<file path="src/rtl/core_sequencer.sv">
// core_sequencer: walks each instruction through fetch, decode, execute, optional memory and write-back units.
// Latency: with zero-latency units, 4 cycles per non-memory instruction and 5 per load/store; start to fetch_enable is 1 cycle.
// Backpressure: stalls in each stage until that unit's done pulse; after TIMEOUT idle cycles it parks in ERROR until rst.

module core_sequencer #(
  parameter logic [31:0] RESET_PC = 32'h0000_0000,
  parameter int unsigned TIMEOUT  = 1023
) (
  input  logic        clk,
  input  logic        rst,
  input  logic        start,
  output logic        fetch_enable,
  input  logic        fetch_done,
  input  logic [31:0] fetch_command,
  output logic        decode_enable,
  input  logic        decode_done,
  output logic        exec_enable,
  input  logic        exec_done,
  input  logic        jump,
  input  logic [31:0] jump_addr,
  output logic        mem_enable,
  input  logic        mem_done,
  output logic        wb_enable,
  output logic [31:0] pc,
  output logic [31:0] command,
  output logic [31:0] retired,
  output logic        halted,
  output logic        error
);

  typedef enum logic [2:0] {
    S_IDLE   = 3'd0,
    S_FETCH  = 3'd1,
    S_DECODE = 3'd2,
    S_EXEC   = 3'd3,
    S_MEM    = 3'd4,
    S_WB     = 3'd5,
    S_HALT   = 3'd6,
    S_ERROR  = 3'd7
  } state_t;

  // Wait counter is 16 bits wide: TIMEOUT tops out at 65535 and the counter never passes it.
  localparam logic [15:0] TIMEOUT_W = 16'(TIMEOUT);
  localparam logic [5:0]  OP_HALT   = 6'b111111;
  localparam logic [1:0]  CLS_MEM   = 2'b10;

  state_t      r_state;
  logic [31:0] r_pc;
  logic [31:0] r_command;
  logic [31:0] r_retired;
  logic [15:0] r_wait;
  logic        r_jump;
  logic [31:0] r_jump_addr;
  logic        r_fetch_enable;
  logic        r_decode_enable;
  logic        r_exec_enable;
  logic        r_mem_enable;
  logic        r_wb_enable;
  logic        r_halted;
  logic        r_error;

  logic        w_done;
  logic        w_expired;
  logic        w_is_halt;
  logic        w_is_mem;
  logic [31:0] w_pc_next;

  // Pick the done pulse owned by the current wait state; done pulses from any other unit are stray and dropped here.
  always_comb begin
    w_done = 1'b0;
    case (r_state)
      S_FETCH:  w_done = fetch_done;
      S_DECODE: w_done = decode_done;
      S_EXEC:   w_done = exec_done;
      S_MEM:    w_done = mem_done;
      default:  w_done = 1'b0;
    endcase
  end

  // The wait budget is spent once the counter has reached TIMEOUT; a done arriving in that same cycle still wins.
  assign w_expired = (r_wait == TIMEOUT_W);

  // Instruction class decode on the latched word; halt is checked first because its opcode also sits in a non-memory class.
  assign w_is_halt = (r_command[31:26] == OP_HALT);
  assign w_is_mem  = (r_command[31:30] == CLS_MEM);

  // Next sequential or redirected pc, using the branch outcome captured at exec_done. Plain wrap-around add, no alignment check.
  assign w_pc_next = r_jump ? r_jump_addr : (r_pc + 32'd4);

  // Main sequencer: state, architectural pc, retire counter, wait counter and all registered stage enables.
  always_ff @(posedge clk) begin
    if (rst) begin
      r_state         <= S_IDLE;
      r_pc            <= RESET_PC;
      r_command       <= 32'd0;
      r_retired       <= 32'd0;
      r_wait          <= 16'd0;
      r_jump          <= 1'b0;
      r_jump_addr     <= 32'd0;
      r_fetch_enable  <= 1'b0;
      r_decode_enable <= 1'b0;
      r_exec_enable   <= 1'b0;
      r_mem_enable    <= 1'b0;
      r_wb_enable     <= 1'b0;
      r_halted        <= 1'b0;
      r_error         <= 1'b0;
    end else begin
      // Enables are pulses: raised only on the transition into their state.
      r_fetch_enable  <= 1'b0;
      r_decode_enable <= 1'b0;
      r_exec_enable   <= 1'b0;
      r_mem_enable    <= 1'b0;
      r_wb_enable     <= 1'b0;

      case (r_state)
        S_IDLE: begin
          if (start) begin
            r_state        <= S_FETCH;
            r_fetch_enable <= 1'b1;
            r_wait         <= 16'd0;
          end
        end

        S_FETCH, S_DECODE, S_EXEC, S_MEM: begin
          if (w_done) begin
            r_wait <= 16'd0;
            case (r_state)
              S_FETCH: begin
                r_command       <= fetch_command;
                r_state         <= S_DECODE;
                r_decode_enable <= 1'b1;
              end
              S_DECODE: begin
                r_state       <= S_EXEC;
                r_exec_enable <= 1'b1;
              end
              S_EXEC: begin
                r_jump      <= jump;
                r_jump_addr <= jump_addr;
                if (w_is_halt) begin
                  // A halt retires here: no write-back and the pc stays on the halt instruction.
                  r_state   <= S_HALT;
                  r_halted  <= 1'b1;
                  r_retired <= r_retired + 32'd1;
                end else if (w_is_mem) begin
                  r_state      <= S_MEM;
                  r_mem_enable <= 1'b1;
                end else begin
                  r_state     <= S_WB;
                  r_wb_enable <= 1'b1;
                end
              end
              default: begin
                // Only S_MEM reaches here.
                r_state     <= S_WB;
                r_wb_enable <= 1'b1;
              end
            endcase
          end else if (w_expired) begin
            r_state <= S_ERROR;
            r_error <= 1'b1;
            r_wait  <= 16'd0;
          end else begin
            r_wait <= r_wait + 16'd1;
          end
        end

        S_WB: begin
          // Single commit cycle: advance pc and retire count, then fetch the next instruction.
          r_pc           <= w_pc_next;
          r_retired      <= r_retired + 32'd1;
          r_state        <= S_FETCH;
          r_fetch_enable <= 1'b1;
          r_wait         <= 16'd0;
        end

        default: begin
          // HALT and ERROR are terminal; only rst leaves them and start is ignored.
          r_state <= r_state;
        end
      endcase
    end
  end

  assign fetch_enable  = r_fetch_enable;
  assign decode_enable = r_decode_enable;
  assign exec_enable   = r_exec_enable;
  assign mem_enable    = r_mem_enable;
  assign wb_enable     = r_wb_enable;
  assign pc            = r_pc;
  assign command       = r_command;
  assign retired       = r_retired;
  assign halted        = r_halted;
  assign error         = r_error;

  // At most one stage unit is ever enabled in a given cycle.
  a_enables_onehot: assert property (@(posedge clk) disable iff (rst)
    $onehot0({r_fetch_enable, r_decode_enable, r_exec_enable, r_mem_enable, r_wb_enable}));

  // The two terminal states are mutually exclusive.
  a_halt_error_excl: assert property (@(posedge clk) disable iff (rst) !(r_halted && r_error));

endmodule
</file>
<file path="config.mk">
export PLATFORM = sky130hd
export DESIGN_NAME = core_sequencer
export DESIGN_NICKNAME = d
export VERILOG_FILES = /design/src/rtl/core_sequencer.sv
export SDC_FILE = /design/constraint.sdc
export NUM_CORES = 1
export LEC_CHECK = 0
export BUFFER_PORTS_ARGS = -buffer_cell sky130_fd_sc_hd__buf_2
export CAP_MARGIN = 20
export CORE_MARGIN = 2
export CORE_UTILIZATION = 40
export CTS_BUF_LIST = sky130_fd_sc_hd__clkbuf_8
export CTS_CLUSTER_SIZE = 10
export DETAILED_ROUTE_END_ITERATION = 10
export PLACE_DENSITY = 0.67
export SLEW_MARGIN = 20
export SYNTH_ARGS = -nofsm -noshare
export SYNTH_HDL_FRONTEND = slang
export SYNTH_SLANG_ARGS = --single-unit
</file>
<file path="constraint.sdc">
create_clock -name clk -period 1.97 [get_ports clk]
set_clock_uncertainty 0.15 [all_clocks]
set_input_delay 0.394 -clock clk [delete_from_list [all_inputs] [get_ports clk]]
set_output_delay 0.394 -clock clk [all_outputs]
set_load 0.01 [all_outputs]
</file>
==> results.md <==
- Run status: complete, but fails checks
- Violations in the final reports: setup timing
- Num CTS Buffers: 17
- Post-synthesis instance area: 7040 sq um
- Chip Width: 137 microns
- Number of register bits inferred by synthesis: 155
- Worst Slack Setup Final: -0.0826 ns
- Number of cells produced by synthesis: 886
- Number of fill cells: 1546
- Total die area: 18700 sq um
- Fraction of layout cells with a size suffix above 1: 35.8%
- RSZ-0062 raised after global routing: yes
- Maximum clock path buffer count: 2
- Power Dens Cells: 908 nW/um^2
- Critical Path Start Type: flop
- First-pass GRT wire length: 33500 microns
- Congestion Overflow GR: 0
- Final weighted congestion in routability-driven placement: 0.895
- Unique masters post-synth: 60
- Clock slew at reported path FFs: 0.08 ns
- Hold Vio Cnt, Final: 0
- H-tree depth: 4
- Data arrival time at the worst-slack endpoint: 2.23 ns
- CTS tree: yes
- Number of flops mapped to enable cells by yosys: 0
- Total DRC errors in the routed layout: 0
- Worst setup timing slack at the placement stage: -0.181 ns
- Headroom to the max-slew limit: 70.7%
- Iteration count of the initial detailed-routing pass: 5
- Number of primary I/O pins: 175
- Fin crit period: 2.05 ns
- Routed vias: 7445
- Prevailing post-synth register cell: sky130_fd_sc_hd__dfxtp_1
- Final max-slew violation count: 0
- Detailed-route wire length: 21500 microns
- Area overhead of the layout relative to synthesis: 42.4%
- Cell count after placement: 1340
- Leading post-synthesis cells by cell area: sky130_fd_sc_hd__dfxtp_1, sky130_fd_sc_hd__nand2_1, sky130_fd_sc_hd__a21oi_1
- Net count of the finished layout: 1244
- Vias in the first global route: 7001
- Setup Total Neg Slack: -0.313 ns
- Worst setup EP type: flop
- Half-perimeter wire length after detailed placement: 14600 microns
- Worst EP required: 2.15 ns
- Overall fraction of global-route tracks in use: 22.1%
- Average wire per standard cell: 15.3 microns
- Most heavily used metal layer in global routing: met2
- Core Box Area: 17200 sq um
- Number of setup violations in the final report: 10
- GRT met2 Usage: 37.4%
- Post-Synthesis Net Count: 961
- Final worst-path cycle share: 104%
- Worst-margin pin slew: 0.439 ns
- Standard-cell row count: 48
- Number of clock sinks seen by CTS: 155
- Number of antenna violations at the first check in global routing: 0
- # port buffers: 174
- Timing-limited maximum frequency: 0.487 GHz
- Sum of internal, switching and leakage power: 9.11 mW
- Number of warnings issued by yosys: 0
- Number of violations of the max-capacitance limit: 0
- Floorplan die height: 137 microns
- Largest net degree at the start of global routing: 62
- DRC violation total after the first TritonRoute iteration: 429
- Worst-path maximum fanout: 6
- Met1 routing resource usage after global routing: 27.9%
- Leading cell types by count after synthesis: sky130_fd_sc_hd__nand2_1, sky130_fd_sc_hd__dfxtp_1, sky130_fd_sc_hd__a21oi_1
- Most used standard cell by instance count after synthesis: sky130_fd_sc_hd__nand2_1
- Cell accounting for the most synthesized area: sky130_fd_sc_hd__dfxtp_1
- Skew-Pair Late Insertion Delay: 0.45 ns
- Sequential share of the synthesized area: 44.1%
- Static power due to leakage: 4.13 nW
- Clock Root Buffer: sky130_fd_sc_hd__clkbuf_8
- Antenna violation net count after detailed routing: 0
- Post-layout instance count excluding filler cells: 1407
- Synth top area share: 44.1%
- Class of the most critical hold timing path: in -> reg
- Initial Util: 40.9%
- GR Util met3: 5.15%
- Worst ir drop on vdd: 404 uV
- Vias per cell: 5.29
- Share of async-settable or async-resettable flops after synthesis: 0%
- Antenna cell count: 0
- Type of the worst setup path: reg -> reg
- Average instance area after synthesis: 7.95 sq um
final cells by class:
| type | count | area [sq um] | area share [%] |
|---|---|---|---|
| multi-input combinational | 658 | 3970 | 39.6 |
| sequential | 155 | 3140 | 31.3 |
| timing repair buffer | 325 | 2180 | 21.8 |
| tap | 225 | 282 | 2.81 |
| clock buffer | 19 | 262 | 2.61 |
| clock inverter | 13 | 149 | 1.48 |
| inverter | 12 | 45.0 | 0.449 |
through the flow:
| stage | utilization (%) | hold slack (ns) | instance area, sq um |
|---|---|---|---|
| 2_1_floorplan | - | 0.282 | 7070 |
| 4_1_cts | 55.7 | 0.0000148 | 9600 |
| 3_5_place_dp | 51.7 | 0.294 | 8920 |
| 6_report | 58.2 | 0.0223 | 10000 |
| 3_3_place_gp | 51.7 | 0.288 | 8920 |
| 5_1_grt | 58.2 | 0.00786 | 10000 |
final timing paths:
path	from	end	slack (ns)	cells after the start
worst min-delay path	jump_addr[2]	r_jump_addr[2]	0.02	3
worst max-delay path	command[28]	retired[26]	-0.08	8
worst max register to register	command[28]	retired[26]	-0.08	8
worst min register to register	command[8]	command[8]	0.30	2
power by group:
part           internal (mW)  leakage [nW]  switching, mW  total (mW)
clock                   1.31         0.219           1.20        2.51
combinational           1.38          2.65           1.54        2.92
sequential              3.44          1.27          0.233        3.68
logic make-up (layout without fill, tap and decap cells):
kind of cell,Yosys count,in the layout,share of synthesized area [%]
fa+ha+maj,3,3,0.533
xor+xnor,29,29,3.61
flops,155,155,44.1
simple gates,412,412,28.3
compound gates,200,200,17.2
mux,14,14,2.01
buf+inv,73,369,4.23
state kept, by name, summed over array words and instances, names as in the netlist:
register,flops
r_wait,16
r_state,3
fetch_enable,1
command,32
decode_enable,1
r_jump_addr,32
mem_enable,1
pc,32
wb_enable,1
retired,32
exec_enable,1
error,1
halted,1
r_jump,1
critical path, stage by stage (launching register included):
cell and delay, ns:
sky130_fd_sc_hd__dfxtp_2 0.34, sky130_fd_sc_hd__nand4_1 0.20, sky130_fd_sc_hd__o31ai_2 0.26, sky130_fd_sc_hd__buf_4 0.17
sky130_fd_sc_hd__buf_6 0.10, sky130_fd_sc_hd__nand4_4 0.12, sky130_fd_sc_hd__buf_6 0.16, sky130_fd_sc_hd__o31ai_1 0.34
sky130_fd_sc_hd__a21oi_2 0.10
routing by layer:
metal / up-vias / part of all wire (%)
li1: 3706 / -
met1: 3500 / 44
met2: 211 / 49
met3: 28 / 5.6
met4: 0 / 1.7
met5: - / 0
timing repair:
action | 4_1_cts | 5_1_grt
setup endpoints to repair | 29 | 49
buffers inserted | 2 | 14
endpoints found under the hold margin | 17 | 0
resized for setup | 17 | 75
hold buffers | 17 | 0
cloned | 0 | 3
pin swaps | 7 | 45
placed cells by master, fill, tap and decap left out, types with 15 or more instances in the layout:
| cell | netlist | routed |
|---|---|---|
| sky130_fd_sc_hd__a21oi_1 | 103 | 96 |
| sky130_fd_sc_hd__a22oi_1 | 15 | 15 |
| sky130_fd_sc_hd__buf_2 | 7 | 174 |
| sky130_fd_sc_hd__buf_4 | 2 | 113 |
| sky130_fd_sc_hd__buf_6 | 1 | 15 |
| sky130_fd_sc_hd__clkbuf_8 | 0 | 19 |
| sky130_fd_sc_hd__dfxtp_1 | 155 | 135 |
| sky130_fd_sc_hd__dfxtp_2 | 0 | 15 |
| sky130_fd_sc_hd__dlygate4sd3_1 | 0 | 17 |
| sky130_fd_sc_hd__nand2_1 | 174 | 174 |
| sky130_fd_sc_hd__nand3_1 | 33 | 31 |
| sky130_fd_sc_hd__nand4_1 | 22 | 22 |
| sky130_fd_sc_hd__nor2_1 | 65 | 58 |
| sky130_fd_sc_hd__o21ai_0 | 16 | 16 |
| sky130_fd_sc_hd__or3_1 | 16 | 15 |
| sky130_fd_sc_hd__xnor2_1 | 18 | 16 |
Note: power is estimated with default switching activity, not from simulation.
